$ cat src/rtl/uart_pkg.sv
// uart_pkg: definitions shared by the UART transmit and receive blocks.
//   uart_state_e  - frame state encoding (IDLE, LOAD, START, DATA, PARITY, STOP)
//   PAR_MODE_*    - parity-mode values for the PARITY_ODD parameter
//   uart_div()    - clocks per bit, integer-truncated CLK_FREQ / BAUD
package uart_pkg;

  typedef enum logic [2:0] {
    ST_IDLE   = 3'd0,
    ST_LOAD   = 3'd1,
    ST_START  = 3'd2,
    ST_DATA   = 3'd3,
    ST_PARITY = 3'd4,
    ST_STOP   = 3'd5
  } uart_state_e;

  localparam int PAR_MODE_EVEN = 0;
  localparam int PAR_MODE_ODD  = 1;

  function automatic int uart_div(input int clk_freq, input int baud);
    return clk_freq / baud;
  endfunction

endpackage

$ cat src/rtl/uart_baud_cnt.sv
// uart_baud_cnt: bit-period counter. Counts 0..DIV-1 and wraps; clr_i forces
// the next count to 0 so each state starts a fresh bit period.
//   clk_i     in  clock
//   rst_n_i   in  asynchronous active-low reset
//   clr_i     in  restart the bit period on the next cycle
//   bit_end_o out high on the last cycle of a bit period (count == DIV-1)
module uart_baud_cnt #(
  parameter int DIV = 10
) (
  input  logic clk_i,
  input  logic rst_n_i,
  input  logic clr_i,
  output logic bit_end_o
);

  localparam int CW = (DIV > 1) ? $clog2(DIV) : 1;
  localparam logic [CW-1:0] LAST = CW'(DIV - 1);

  logic [CW-1:0] cnt_q, cnt_d;

  always_comb begin
    if (clr_i || (cnt_q == LAST)) cnt_d = '0;
    else                          cnt_d = cnt_q + 1'b1;
  end

  // Not gated by clr_i: the FSM uses bit_end to decide the transition that
  // raises clr_i, so gating would form a combinational loop.
  assign bit_end_o = (cnt_q == LAST);

  always_ff @(posedge clk_i or negedge rst_n_i) begin
    if (!rst_n_i) cnt_q <= '0;
    else          cnt_q <= cnt_d;
  end

endmodule

$ cat src/rtl/uart_tx_fifo_reader.sv
// uart_tx_fifo_reader: UART transmitter fed from the read side of the TX
// async FIFO. Pops one word when the FIFO is non-empty (IDLE only), captures
// the registered read data one cycle later, and sends start / data (LSB
// first) / optional parity / stop bits on tx_o.
//   clk_i         in  read-domain clock
//   rst_n_i       in  asynchronous active-low reset
//   fifo_empty_i  in  FIFO empty flag, synchronous to clk_i
//   fifo_rd_en_o  out FIFO pop, one word per high cycle
//   fifo_data_i   in  FIFO read data, valid the cycle after fifo_rd_en_o
//   tx_o          out serial line, registered, idles high
//   busy_o        out high whenever the FSM is not in IDLE
//   done_o        out pulse on the last cycle of the final stop bit
// FIFO handshake: fifo_rd_en_o is a plain request with no ready; it is only
// raised in IDLE when fifo_empty_i is low, so every pop is a real word.
// DLY is accepted for compatibility with delay-annotated flows; the registers
// here are zero-delay.
module uart_tx_fifo_reader
  import uart_pkg::*;
#(
  parameter int DLY        = 1,
  parameter int DATA_WIDTH = 8,
  parameter int CLK_FREQ   = 50_000_000,
  parameter int BAUD       = 115200,
  parameter int PARITY_EN  = 0,
  parameter int PARITY_ODD = 0,
  parameter int STOP_BITS  = 1
) (
  input  logic                  clk_i,
  input  logic                  rst_n_i,
  input  logic                  fifo_empty_i,
  output logic                  fifo_rd_en_o,
  input  logic [DATA_WIDTH-1:0] fifo_data_i,
  output logic                  tx_o,
  output logic                  busy_o,
  output logic                  done_o
);

  localparam int DIV = uart_div(CLK_FREQ, BAUD);
  localparam int BCW = $clog2(DATA_WIDTH + 1);
  localparam logic [BCW-1:0] LAST_DATA = BCW'(DATA_WIDTH - 1);
  localparam logic [BCW-1:0] LAST_STOP = BCW'(STOP_BITS - 1);
  localparam logic           ODD_SEL   = (PARITY_ODD == PAR_MODE_ODD);

  uart_state_e           state_q, state_d;
  logic [DATA_WIDTH-1:0] shift_q, shift_d;
  logic                  parity_q, parity_d;
  logic [BCW-1:0]        bit_cnt_q, bit_cnt_d;
  logic                  tx_q, tx_d;
  logic                  bit_end;
  logic                  baud_clr;

  uart_baud_cnt #(.DIV(DIV)) u_baud (
    .clk_i     (clk_i),
    .rst_n_i   (rst_n_i),
    .clr_i     (baud_clr),
    .bit_end_o (bit_end)
  );

  // State register
  always_ff @(posedge clk_i or negedge rst_n_i) begin
    if (!rst_n_i) state_q <= ST_IDLE;
    else          state_q <= state_d;
  end

  // Next-state logic
  always_comb begin
    state_d = state_q;
    case (state_q)
      ST_IDLE:   if (!fifo_empty_i) state_d = ST_LOAD;
      ST_LOAD:   state_d = ST_START;
      ST_START:  if (bit_end) state_d = ST_DATA;
      ST_DATA:   if (bit_end && (bit_cnt_q == LAST_DATA))
                   state_d = (PARITY_EN != 0) ? ST_PARITY : ST_STOP;
      ST_PARITY: if (bit_end) state_d = ST_STOP;
      ST_STOP:   if (bit_end && (bit_cnt_q == LAST_STOP)) state_d = ST_IDLE;
      default:   state_d = ST_IDLE;
    endcase
  end

  // Outputs and datapath next values
  always_comb begin
    fifo_rd_en_o = (state_q == ST_IDLE) && !fifo_empty_i;
    busy_o       = (state_q != ST_IDLE);
    done_o       = (state_q == ST_STOP) && bit_end && (bit_cnt_q == LAST_STOP);

    shift_d  = shift_q;
    parity_d = parity_q;
    if (state_q == ST_LOAD) begin
      shift_d  = fifo_data_i;
      parity_d = (^fifo_data_i) ^ ODD_SEL;
    end else if ((state_q == ST_DATA) && bit_end) begin
      shift_d = shift_q >> 1;
    end

    // Bit counter indexes data bits in DATA and stop bits in STOP.
    if (state_d != state_q)                                     bit_cnt_d = '0;
    else if (bit_end && ((state_q == ST_DATA) || (state_q == ST_STOP))) bit_cnt_d = bit_cnt_q + 1'b1;
    else                                                        bit_cnt_d = bit_cnt_q;

    // Restart the bit period on every state entry and while idle.
    baud_clr = (state_d != state_q) || (state_q == ST_IDLE);

    // tx is computed from the next state so the register changes exactly on
    // the first cycle of each bit.
    case (state_d)
      ST_START:  tx_d = 1'b0;
      ST_DATA:   tx_d = shift_d[0];
      ST_PARITY: tx_d = parity_d;
      default:   tx_d = 1'b1;
    endcase
  end

  always_ff @(posedge clk_i or negedge rst_n_i) begin
    if (!rst_n_i) begin
      shift_q   <= '0;
      parity_q  <= 1'b0;
      bit_cnt_q <= '0;
      tx_q      <= 1'b1;
    end else begin
      shift_q   <= shift_d;
      parity_q  <= parity_d;
      bit_cnt_q <= bit_cnt_d;
      tx_q      <= tx_d;
    end
  end

  assign tx_o = tx_q;

endmodule

$ cat config.mk
export PLATFORM = sky130hd
export DESIGN_NAME = uart_tx_fifo_reader
export DESIGN_NICKNAME = d
export VERILOG_FILES = /design/src/rtl/uart_pkg.sv /design/src/rtl/uart_baud_cnt.sv /design/src/rtl/uart_tx_fifo_reader.sv
export SDC_FILE = /design/constraint.sdc
export NUM_CORES = 1
export LEC_CHECK = 0
export ABC_AREA = 1
export CAP_MARGIN = 20
export CELL_PAD_IN_SITES_DETAIL_PLACEMENT = 1
export CELL_PAD_IN_SITES_GLOBAL_PLACEMENT = 2
export CORE_MARGIN = 2
export CORE_UTILIZATION = 30
export DETAILED_ROUTE_END_ITERATION = 16
export GPL_TIMING_DRIVEN = 0
export MAX_ROUTING_LAYER = met4
export PLACE_DENSITY_LB_ADDON = 0.1
export SKIP_LAST_GASP = 1
export SLEW_MARGIN = 10
export SYNTH_ARGS = -nofsm -noshare
export SYNTH_HDL_FRONTEND = slang
export SYNTH_SLANG_ARGS = --single-unit
$ cat constraint.sdc
create_clock -name clk_i -period 1.58 [get_ports clk_i]
set_clock_uncertainty 0.05 [all_clocks]
set_input_delay 0.158 -clock clk_i [delete_from_list [all_inputs] [get_ports clk_i]]
set_output_delay 0.158 -clock clk_i [all_outputs]
set_load 0.01 [all_outputs]
==> qor.yml <==
synth:
  netlist_area_um2: 1590
  synthCells: 210
  avgSynthCellArea_um2: 7.58
  synth.distinct_cells: 27
  synth_seq_cells: 26
  yosys_warnings: 0
  synth-seq-area-share: 0.409
  synth_fp_nets: 225
cts:
  clock-sinks: 26
  cts_tree: "yes"
  htree_levels: 1
  clock_path_buffers: 2
  cts_hold_buf: 0
  path_clk_slew_ns: 0.09
  cts_inserted_buffers: 3
  clock_latency_ns: 0.27
  cts_root_buffer: "clkbuf_8"
cells_and_area:
  finish.net_count: 268
  antenna_cells: 0
  drive_gt1_frac: 0.397
  final_cell_count_no_fill: 322
  fill_cells: 622
  final_common_cell: "nand2_1"
  syn_to_final_growth_pct: 48.0
  layout_common_cells: "nand2_1 (54), dfrtp_1 (22), inv_1 (21), buf_4 (18)"
floorplan:
  dieArea_um2: 5910
  io_pins: 15
  placementRows: 26
  core_um2: 5110
  die_h_um: 76.9
  initial_core_util: 0.312
  dieWidth_um: 76.9
drt:
  drc: 0
  antenna_left: 0
  drtIter0Drc: 32
  totalWireLength_um: 4390
  via_count: 1477
  viasPerCell: 4.59
  firstDrtPassIters: 4
  wl_per_cell_um: 13.6
timing:
  slew_violations: 0
  setup_violations: 15
  layout_min_cycle_time_ns: 1.72
  timing.hold.ws_ns: 0.242
  fin_crit_sh: 1.09
  hold_viol_final: 0
  worstMarginPinSlew_ns: 0.684
  rsz0062_at_grt: "yes"
  fin_ws_ns: -0.135
  max_slew_margin: 0.543
  clock.fmax_ghz: 0.583
worst_setup_path:
  cp-start-kind: "register"
  critical_path.max_fanout: 5
  crit_type: "reg -> reg"
  crit_path_end_kind: "register"
  reg2reg_depth: 10
  crit_required_ns: 1.73
  arrival_ns: 1.87
  reg2reg_slack_ns: -0.14
run_status:
  failed_checks: "negative setup slack"
  outcome: "complete, but fails checks"
global_route:
  grt_max_degree: 16
  antenna_found_initial: 0
  grt_pass1_vias: 1651
  grt_pass1_wl_um: 7650
  grt-ovfl-total: 0
  grt_usage: 0.164
flow_run:
  drv_cap: 0
placement:
  pre_cts_ws_ns: -0.473
  place.gp.congestion: 0.788
  port_buffers: 14
  place_hpwl_um: 3010
  place_inst: 295
hold_path:
  worstHoldPathType: "in -> async"
power:
  power.total_w: 0.00124
  ir_drop_mv: 0.483
  p_leak_nw: 1.14
  power_density_nw_per_um2: 525
## Yosys cell counts
master	instances	area share
o221ai_1	3	0.016
o211ai_1	3	0.014
nand3_2	2	0.013
buf_4	1	0.0047
a21oi_2	1	0.0055
a21oi_1	1	0.0031
nand3_1	13	0.041
or2_2	1	0.0039
nor4_1	1	0.0039
nor2_2	10	0.039
nand2_2	1	0.0039
and3_1	1	0.0039
nor2_1	18	0.042
nand4_1	2	0.0079
xnor2_1	3	0.016
nand3_4	1	0.011
dfrtp_1	25	0.39
or2_0	1	0.0039
nand3b_1	2	0.0094
nor3_4	1	0.010
dfstp_2	1	0.016
nand2_1	66	0.16
o21ai_0	3	0.0094
inv_2	8	0.019
inv_1	26	0.061
xor2_1	11	0.060
ha_1	4	0.031
## power breakdown
| group | switching [W] | internal [W] |
|---|---|---|
| sequential | 0.00000538 | 0.000680 |
| combinational | 0.0000635 | 0.0000574 |
| clock | 0.000208 | 0.000223 |
| total | 0.000277 | 0.000960 |
## per-stage QoR
stage | setup TNS, ns | instance area, um^2 | utilization
global route | -2.66 | 2360 | 0.462
global placement | -5.99 | 1820 | 0.356
CTS | -1.25 | 2210 | 0.433
detailed placement | -3.91 | 1850 | 0.362
floorplan | 0 | 1590 | -
finish | -1.25 | 2360 | 0.462
## sequential cells by signal (all words and copies together) (netlist names)
register / flops
state_q: 3
parity_q: 1
tx_o: 1
shift_q: 8
bit_cnt_q: 4
u_baud.cnt_q: 9
## final timing paths
kind                                    from         endpoint
max in group asynchronous            rst_n_i             tx_o
worst min register to register    shift_q[5]       shift_q[4]
worst max-delay path            bit_cnt_q[1]  u_baud.cnt_q[8]
worst min-delay path                 rst_n_i     bit_cnt_q[0]
worst max register to register  bit_cnt_q[1]  u_baud.cnt_q[8]
min in group clk_i                shift_q[5]       shift_q[4]
## cell type report
type / count / area, um^2 / area share
buffer: 1 / 7.51 / 0.00318
clock buffer: 4 / 55.1 / 0.0234
inverter: 34 / 133 / 0.0563
multi-input combinational: 150 / 1070 / 0.455
sequential: 26 / 656 / 0.278
tap: 70 / 87.6 / 0.0372
timing repair buffer: 37 / 345 / 0.146
## what timing repair did
item                                    4_1_cts  5_1_grt
endpoints found under the setup margin       22       24
cloned                                        1        0
resized for setup                            51       34
pin swaps                                    16       20
buffers inserted                             17        6
## routing by layer
metal	GRT usage	wire length [um]	vias up
met1	0.203	2030	724
met5	-	0	-
met2	0.289	2240	13
met3	0.0271	91	4
met4	0.0218	27	0
li1	-	-	736
## cells by family (layout without fill, tap and decap cells)
group,after synthesis,in the layout,synth area share
xor+xnor,14,14,0.0770
buf+inv,35,76,0.0848
flops,26,26,0.409
fa+ha+maj,4,4,0.0314
simple gates,120,121,0.349
compound gates,11,11,0.0487
## worst max-delay path, stage by stage (launching register included)
cell,delay [ns]
dfrtp_1,0.42
inv_2,0.10
ha_4,0.14
nand2_4,0.06
nor2_4,0.08
nand3_2,0.09
nand2_2,0.09
nand4_1,0.14
nand2_4,0.18
nand3_4,0.16
nor2_2,0.14
Power figures use the tool's default switching activity.
